==> config.mk <==
export PLATFORM = sky130hd
export DESIGN_NAME = svm_stream_adapter
export DESIGN_NICKNAME = d
export VERILOG_FILES = /design/src/rtl/svm_stream_adapter.sv
export SDC_FILE = /design/constraint.sdc
export NUM_CORES = 1
export LEC_CHECK = 0
export ABC_AREA = 1
export BUFFER_PORTS_ARGS = -buffer_cell sky130_fd_sc_hd__buf_2
export CAP_MARGIN = 25
export CORE_ASPECT_RATIO = 0.6
export CORE_MARGIN = 2
export CORE_UTILIZATION = 30
export CTS_BUF_LIST = sky130_fd_sc_hd__clkbuf_16
export DETAILED_ROUTE_END_ITERATION = 10
export PLACE_DENSITY = 0.54
export RECOVER_POWER = 50
export SLEW_MARGIN = 20
export SYNTH_ARGS = -nofsm -noshare
export SYNTH_HDL_FRONTEND = slang
export SYNTH_SLANG_ARGS = --single-unit
export TNS_END_PERCENT = 1
==> constraint.sdc <==
create_clock -name clk -period 1.4 [get_ports clk]
set_input_delay 0.42 -clock clk [delete_from_list [all_inputs] [get_ports clk]]
set_output_delay 0.42 -clock clk [all_outputs]
set_load 0.005 [all_outputs]
==> src/rtl/svm_stream_adapter.sv <==
// Streaming wrapper around a flat combinational SVM classifier core.
// Features arrive one per handshake and are packed into the classifier input word.
// After a fixed settling time the class index and vote vector are captured
// and offered on a result stream, tagged with a running sample number.
module svm_stream_adapter #(
  parameter int NUM_FEAT = 4,
  parameter int FEAT_W   = 4,
  parameter int CLS_W    = 2,
  parameter int PREDO_W  = 6,
  parameter int EVAL_CYC = 1,
  parameter int IDX_W    = 16
) (
  input  logic                       clk,
  input  logic                       rst,
  input  logic                       s_valid,
  output logic                       s_ready,
  input  logic [FEAT_W-1:0]          s_feat,
  input  logic                       s_last,
  output logic [NUM_FEAT*FEAT_W-1:0] cls_inp,
  input  logic [CLS_W-1:0]           cls_out,
  input  logic [PREDO_W-1:0]         cls_predo,
  output logic                       m_valid,
  input  logic                       m_ready,
  output logic [CLS_W-1:0]           m_class,
  output logic [PREDO_W-1:0]         m_votes,
  output logic [IDX_W-1:0]           m_index,
  output logic                       m_frame_err
);

  localparam int KW = (NUM_FEAT > 1) ? $clog2(NUM_FEAT) : 1;
  localparam int CW = 4;
  localparam logic [KW-1:0] LAST_K    = KW'(NUM_FEAT - 1);
  localparam logic [CW-1:0] WAIT_LAST = CW'(EVAL_CYC - 1);

  typedef enum logic [1:0] {
    COLLECT,
    EVAL,
    RESULT
  } state_e;

  state_e                       state_q, state_d;
  logic [KW-1:0]                featIdx_q, featIdx_d;
  logic [CW-1:0]                waitCnt_q, waitCnt_d;
  logic                         frameErr_q, frameErr_d;
  logic [IDX_W-1:0]             sampleCnt_q, sampleCnt_d;
  logic [NUM_FEAT*FEAT_W-1:0]   featInp_q, featInp_d;
  logic [CLS_W-1:0]             resClass_q, resClass_d;
  logic [PREDO_W-1:0]           resVotes_q, resVotes_d;
  logic [IDX_W-1:0]             resIndex_q, resIndex_d;
  logic                         resErr_q, resErr_d;

  assign cls_inp     = featInp_q;
  assign m_class     = resClass_q;
  assign m_votes     = resVotes_q;
  assign m_index     = resIndex_q;
  assign m_frame_err = resErr_q;

  // Next-state logic: pack features, wait for the classifier to settle, then hold the result until taken.
  always_comb begin
    state_d     = state_q;
    featIdx_d   = featIdx_q;
    waitCnt_d   = waitCnt_q;
    frameErr_d  = frameErr_q;
    sampleCnt_d = sampleCnt_q;
    featInp_d   = featInp_q;
    resClass_d  = resClass_q;
    resVotes_d  = resVotes_q;
    resIndex_d  = resIndex_q;
    resErr_d    = resErr_q;
    s_ready     = 1'b0;
    m_valid     = 1'b0;

    case (state_q)
      COLLECT: begin
        s_ready = 1'b1;
        if (s_valid) begin
          if (featIdx_q == '0) begin
            featInp_d = '0;
          end
          featInp_d[int'(featIdx_q)*FEAT_W +: FEAT_W] = s_feat;
          if (featIdx_q == LAST_K) begin
            frameErr_d = ~s_last;
            featIdx_d  = '0;
            waitCnt_d  = '0;
            state_d    = EVAL;
          end else if (s_last) begin
            frameErr_d = 1'b1;
            featIdx_d  = '0;
            waitCnt_d  = '0;
            state_d    = EVAL;
          end else begin
            featIdx_d = featIdx_q + 1'b1;
          end
        end
      end

      EVAL: begin
        if (waitCnt_q == WAIT_LAST) begin
          resClass_d  = cls_out;
          resVotes_d  = cls_predo;
          resIndex_d  = sampleCnt_q;
          resErr_d    = frameErr_q;
          sampleCnt_d = sampleCnt_q + 1'b1;
          frameErr_d  = 1'b0;
          state_d     = RESULT;
        end else begin
          waitCnt_d = waitCnt_q + 1'b1;
        end
      end

      RESULT: begin
        m_valid = 1'b1;
        if (m_ready) begin
          featIdx_d = '0;
          state_d   = COLLECT;
        end
      end

      default: begin
        state_d = COLLECT;
      end
    endcase
  end

  // State and datapath registers; reset drops any partial sample or pending result.
  always_ff @(posedge clk) begin
    if (rst) begin
      state_q     <= COLLECT;
      featIdx_q   <= '0;
      waitCnt_q   <= '0;
      frameErr_q  <= 1'b0;
      sampleCnt_q <= '0;
      featInp_q   <= '0;
      resClass_q  <= '0;
      resVotes_q  <= '0;
      resIndex_q  <= '0;
      resErr_q    <= 1'b0;
    end else begin
      state_q     <= state_d;
      featIdx_q   <= featIdx_d;
      waitCnt_q   <= waitCnt_d;
      frameErr_q  <= frameErr_d;
      sampleCnt_q <= sampleCnt_d;
      featInp_q   <= featInp_d;
      resClass_q  <= resClass_d;
      resVotes_q  <= resVotes_d;
      resIndex_q  <= resIndex_d;
      resErr_q    <= resErr_d;
    end
  end

endmodule
==> results of run 1 <==
==> routing by layer <==
layer	global-route usage, %	routed length, µm	up-vias
met5	0	0	-
met4	4.89	88	0
met3	4.81	409	8
met2	21.4	3230	58
met1	21.0	4320	1294
li1	-	-	1512
==> final timing paths <==
check / from / end / slack (ps) / depth (start not counted)
max: state_q[0]$_SDFFE_PP0P_ / s_ready / -20 / 2
min reg2reg: cls_inp[4]$_SDFFE_PP0P_ / cls_inp[4]$_SDFFE_PP0P_ / 460 / 2
max reg2reg: featIdx_q[0]$_SDFFE_PP0P_ / cls_inp[10]$_SDFFE_PP0P_ / 20 / 6
min: cls_predo[0] / m_votes[0]$_SDFFE_PP0P_ / 330 / 3
==> per-stage QoR <==
stage	cell area (µm²)	setup slack, ps
global route	4160	-64.8
detailed placement	3610	-102
global placement	3610	-25.6
finish	4160	-21.9
CTS	3920	-24.6
floorplan	2950	4.18
==> worst min-delay path: stages <==
cell and delay (ps):
buf_2 70, o21ai_0 70, nor2_1 70
==> power by group through the flow <==
stage / sequential [mW] / combinational, mW / clock (mW)
floorplan: 2.06 / 0.298 / 0
global placement: 2.05 / 0.564 / 0
detailed placement: 2.06 / 0.565 / 0
CTS: 2.02 / 0.591 / 2.00
global route: 2.04 / 0.745 / 2.09
finish: 2.03 / 0.669 / 1.94
==> final cells by class <==
cell class / instances / area [µm²]
timing repair buffer: 102 / 713
sequential: 66 / 1340
clock buffer: 9 / 225
inverter: 43 / 169
fill: 962 / 5190
tap: 130 / 163
multi-input combinational: 284 / 1520
clock inverter: 6 / 27.5
==> registers in the layout, summed over array words and instances, names as in the netlist, 2 cells and up <==
signal / cells
sampleCnt_q: 16
waitCnt_q: 4
state_q: 2
m_index: 16
featIdx_q: 2
cls_inp: 16
m_votes: 6
m_class: 2
==> timing repair <==
item | in CTS | in global routing
resized for setup | 15 | 47
pin swaps | 5 | 17
cloned | 0 | 3
buffers inserted | 2 | 10
setup endpoints to repair | 32 | 45
==> cells by family after synthesis <==
group,Yosys count,share of synthesized area [%]
xor+xnor,3,0.892
simple gates,199,29.4
buf+inv,57,8.19
compound gates,73,13.2
flops,66,44.8
fa+ha+maj,8,3.40
==> cell usage after synthesis, types with 2 or more instances <==
master | n | area (µm²)
nor2_1 | 95 | 357
dfxtp_1 | 66 | 1320
nand2_1 | 61 | 229
inv_1 | 39 | 146
o21ai_0 | 35 | 175
a21oi_1 | 28 | 140
nand3_1 | 23 | 115
ha_1 | 8 | 100
nand4_1 | 7 | 43.8
a211oi_1 | 5 | 37.5
clkbuf_1 | 5 | 18.8
buf_2 | 4 | 20.0
inv_2 | 3 | 11.3
nor2_4 | 3 | 33.8
nor3_1 | 3 | 15.0
buf_4 | 2 | 15.0
buf_6 | 2 | 22.5
xor2_1 | 2 | 17.5
==> impl_metrics.toml, run 1 <==
[hold_path]
hold_path.class = "input port to register"

[drt]
drc = 0
initialDrtViolationCount = 197
vias_per_cell = 4.49
wl_per_cell_um = 12.6
routed_wl_um = 8040
drtAntennaViolNets = 0
vias = 2872
drt_pre_antenna_iters = 4

[worst_setup_path]
critPathMaxStageDelay_ps = 360
endpoint_kind = "output port"
path_cells = "nor2_2 -> buf_2"
required_ps = 980
path_buf_inv = 1
worstSetupPathType = "register to output port"
worstPathArrival_ps = 1000
cp_top_family = "flip-flops"
crit_fanout = 3
critPathLaunchType = "register"
worst_path_max_delay_cell = "dfxtp_4"

[sta]
fin_skew_ps = 4.73
slew_violations = 0
fmax_mhz = 703
finalHoldViolations = 0
holdWs_ps = 332
slew_headroom_pct = 80.9
tightest_slew_ps = 285
setup_tns_ps = -21.9
layout_min_cycle_time_ps = 1420
rsz0062_at_grt = "yes"
setup_ws_ps = -21.9
timing.final.crit_share_pct = 102
setup_viol_count_final = 1

[power_and_ir_drop]
p_total_mw = 4.64
pwr_density_cell_nw_per_um2 = 1110
power_leakage_nw = 1.72
combPwrFrac_pct = 14.4
switchingPower_mw = 1.20
switching_share_pct = 25.9
internal_power_mw = 3.44
seqPwrFrac_pct = 43.7
clockPowerShare_pct = 41.9
peakVddDrop_v = 0.000599

[logic_synthesis]
yosysSeqAreaShare_pct = 44.8
ys_types = 33
syn_inst = 406
synth_top_flop_cell = "dfxtp_1"
synth_nets = 431
avgSynthCellArea_um2 = 7.26
ys_seq_elements = 66
syn_area_um2 = 2950
synth-async-reset-ratio_pct = 0
synth-edff-count = 0
synth_warnings = 0

[finish]
layout_common_cells = "nor2_1, nand2_1, dfxtp_1, buf_2, inv_1"
area_delta_synth_final_pct = 41.3
antenna_cells = 0
fin_cells = 640
fin_util_pct = 44.5
drive_above_1_share_pct = 28.2
final_common_cell = "nor2_1"
nNetsFinal = 531

[die]
start_util_pct = 31.5
row_count = 27
core-area_um2 = 9360
die_area_um2 = 10700
die_w_um = 132
pin_count = 60
die_y_um = 80.8

[grt]
grt_max_degree = 38
antenna_found_initial = 0
grt_pass1_vias = 2612
grt_pass1_wl_um = 12600
grt_use_total_pct = 14.9
overflow = 0

[cts]
clkSinkCount = 66
cts-buffers-inserted = 9
h-tree-depth = 3
cts.clk_slew.worst_paths_ps = 50
clock_latency_ps = 330
cts_tree = "yes"
cts_hold_buffers = 0
ctsRootBufferMaster = "clkbuf_16"
clock_path_buffers = 2

[place]
place.gp.congestion = 0.836
place_inst = 610
io_buffers = 59
dp_hpwl_um = 5450

[run_status]
failed_checks = "negative setup slack"
status = "complete, but fails checks"

[job]
drv_cap = 0
Note: power is estimated with default switching activity, not from simulation.
==> run 2: changes to the inputs <==
--- a/config.mk
+++ b/config.mk
@@ -7,14 +7,16 @@
 export LEC_CHECK = 0
 export ABC_AREA = 1
 export BUFFER_PORTS_ARGS = -buffer_cell sky130_fd_sc_hd__buf_2
-export CAP_MARGIN = 25
+export CELL_PAD_IN_SITES_DETAIL_PLACEMENT = 1
+export CELL_PAD_IN_SITES_GLOBAL_PLACEMENT = 1
 export CORE_ASPECT_RATIO = 0.6
 export CORE_MARGIN = 2
 export CORE_UTILIZATION = 30
 export CTS_BUF_LIST = sky130_fd_sc_hd__clkbuf_16
 export DETAILED_ROUTE_END_ITERATION = 10
-export PLACE_DENSITY = 0.54
+export PLACE_DENSITY = 0.69
 export RECOVER_POWER = 50
+export SKIP_CTS_REPAIR_TIMING = 1
 export SLEW_MARGIN = 20
 export SYNTH_ARGS = -nofsm -noshare
 export SYNTH_HDL_FRONTEND = slang
==> run 2 against run 1 <==
  * The flow still finishes with violations (negative setup slack)
  * Fmax shrank 3.0%
  * Cell area increased by 0.87%
  * Cell count down 0.31%
  * Critical endpoint is now cls_inp[10]$_SDFFE_PP0P_
  * Largest power group is now the clock network
==> impl_metrics.toml, run 2 (synthesis results as in run 1) <==
[worst_setup_path]
endpoint_kind = "register"
worstSetupPathType = "register to register"
path_cells = "inv_6 -> ha_4 -> nand4_1 -> o21ai_1 -> o21ai_1 -> nor2_1"
required_ps = 1660
critPathMaxStageDelay_ps = 370
r2r_setup_slack_ps = -70
worstPathArrival_ps = 1730
cpMostUsedCell = "o21ai_1"
worst_path_max_delay_cell = "dfxtp_4"
crit_fanout = 6
critPathLaunchType = "register"

[finish]
fin_cells = 638
antenna_cells = 0
layout_common_cells = "nor2_1, nand2_1, dfxtp_1, buf_2, buf_4"
fin_util_pct = 44.9
seq_area_um2 = 1340
nNetsFinal = 529
fillers = 1194
multi_input_area_um2 = 1560
final_common_cell = "nor2_1"
area_delta_synth_final_pct = 42.5
drive_above_1_share_pct = 29.3

[grt]
grt_pass1_vias = 2837
antenna_found_initial = 0
grt_pass1_wl_um = 14300
grt_max_degree = 30
grt_use_total_pct = 17.2
overflow = 0

[cts]
cts.clk_slew.worst_paths_ps = 60
clkSinkCount = 66
clock_latency_ps = 340
clock_path_buffers = 2
cts_tree = "yes"
cts-buffers-inserted = 9
ctsRootBufferMaster = "clkbuf_16"
h-tree-depth = 3

[drt]
route.met2.wl_um = 4130
routed-wl-met3_um = 516
met1Wirelength_um = 4890
wl_per_cell_um = 15.1
vias_per_cell = 4.70
drt_pre_antenna_iters = 4
vias = 3000
drc = 0
drtAntennaViolNets = 0
highest-signal-layer = "met4"
routed_wl_um = 9630
initialDrtViolationCount = 176

[power_and_ir_drop]
power_leakage_nw = 1.72
peakVddDrop_v = 0.000618
combPwrFrac_pct = 13.7
pwr_density_cell_nw_per_um2 = 1220
switchingPower_mw = 1.29
switching_share_pct = 25.3
clockPowerShare_pct = 46.6
seqPwrFrac_pct = 39.7
p_total_mw = 5.11
internal_power_mw = 3.82

[sta]
setup_ws_ps = -66.4
setup_viol_count_final = 7
slew_headroom_pct = 76.8
timing.final.crit_share_pct = 105
layout_min_cycle_time_ps = 1470
slew_violations = 0
rsz0062_at_grt = "yes"
finalHoldViolations = 0
fmax_mhz = 682
holdWs_ps = 341
setup_tns_ps = -264
tightest_slew_ps = 349
fin_skew_ps = 6.91

[run_status]
status = "complete, but fails checks"
failed_checks = "negative setup slack"

[die]
start_util_pct = 31.5
die_w_um = 132
die_area_um2 = 10700
row_count = 27
core-area_um2 = 9360
die_y_um = 80.8
pin_count = 60

[place]
dp_hpwl_um = 6550
place_inst = 614
place.gp.congestion = 0.842
io_buffers = 59

[hold_path]
hold_path.class = "input port to register"

[job]
drv_cap = 0
[run 2: cell count changes in the layout (fill, tap and decap cells not counted), moves of 2 or more]
cell and change:
bufinv_16 +2, buf_12 -3, buf_6 +2, inv_4 +3, inv_2 -2, clkinv_1 -2
nand2_2 -2, inv_1 -3, o21ai_1 +6, ha_4 +2, clkinv_2 +2, o21ai_0 -7
[run 2: layout make-up]
class / instances / area share, %
multi-input combinational: 284 / 37.2
inverter: 43 / 4.20
timing repair buffer: 100 / 15.6
tap: 130 / 3.87
clock inverter: 6 / 1.97
sequential: 66 / 31.9
clock buffer: 9 / 5.36
[run 2: path summary, 6_finish.rpt]
check	start	to	cells after the start
min reg2reg	cls_inp[4]$_SDFFE_PP0P_	cls_inp[4]$_SDFFE_PP0P_	2
max reg2reg	featIdx_q[0]$_SDFFE_PP0P_	cls_inp[10]$_SDFFE_PP0P_	6
min	cls_out[1]	m_class[1]$_SDFFE_PP0P_	3
max	featIdx_q[0]$_SDFFE_PP0P_	cls_inp[10]$_SDFFE_PP0P_	6
[run 2: metrics by stage]
stage | area [µm²] | setup slack, ps
after floorplan | 2950 | 4.18
after global placement | 3600 | -97.0
after detailed placement | 3600 | -155
after CTS | 3910 | -255
after global routing | 4200 | -118
final | 4200 | -66.4
[run 2: power groups by stage]
stage / sequential [mW] / combinational [mW] / clock, mW
after global routing: 2.04 / 0.774 / 2.54
after CTS: 2.02 / 0.585 / 2.42
after detailed placement: 2.06 / 0.579 / 0
final: 2.03 / 0.697 / 2.38
after global placement: 2.05 / 0.560 / 0
after floorplan: 2.06 / 0.298 / 0
[run 2: metal layers]
metal	vias to the layer above	track usage (%)
met1	1406	23.9
li1	1519	-
met5	-	0
met3	10	6.18
met4	0	5.22
met2	65	24.8
[run 2: worst max-delay path, delay by kind of cell (launching register included)]
kind | cells | cell delay [ps]
AOI/OAI and AO/OA | 2 | 300
adders and majority gates | 1 | 300
buffers and inverters | 1 | 60
DFF | 1 | 370
and+or+nand+nor | 2 | 360
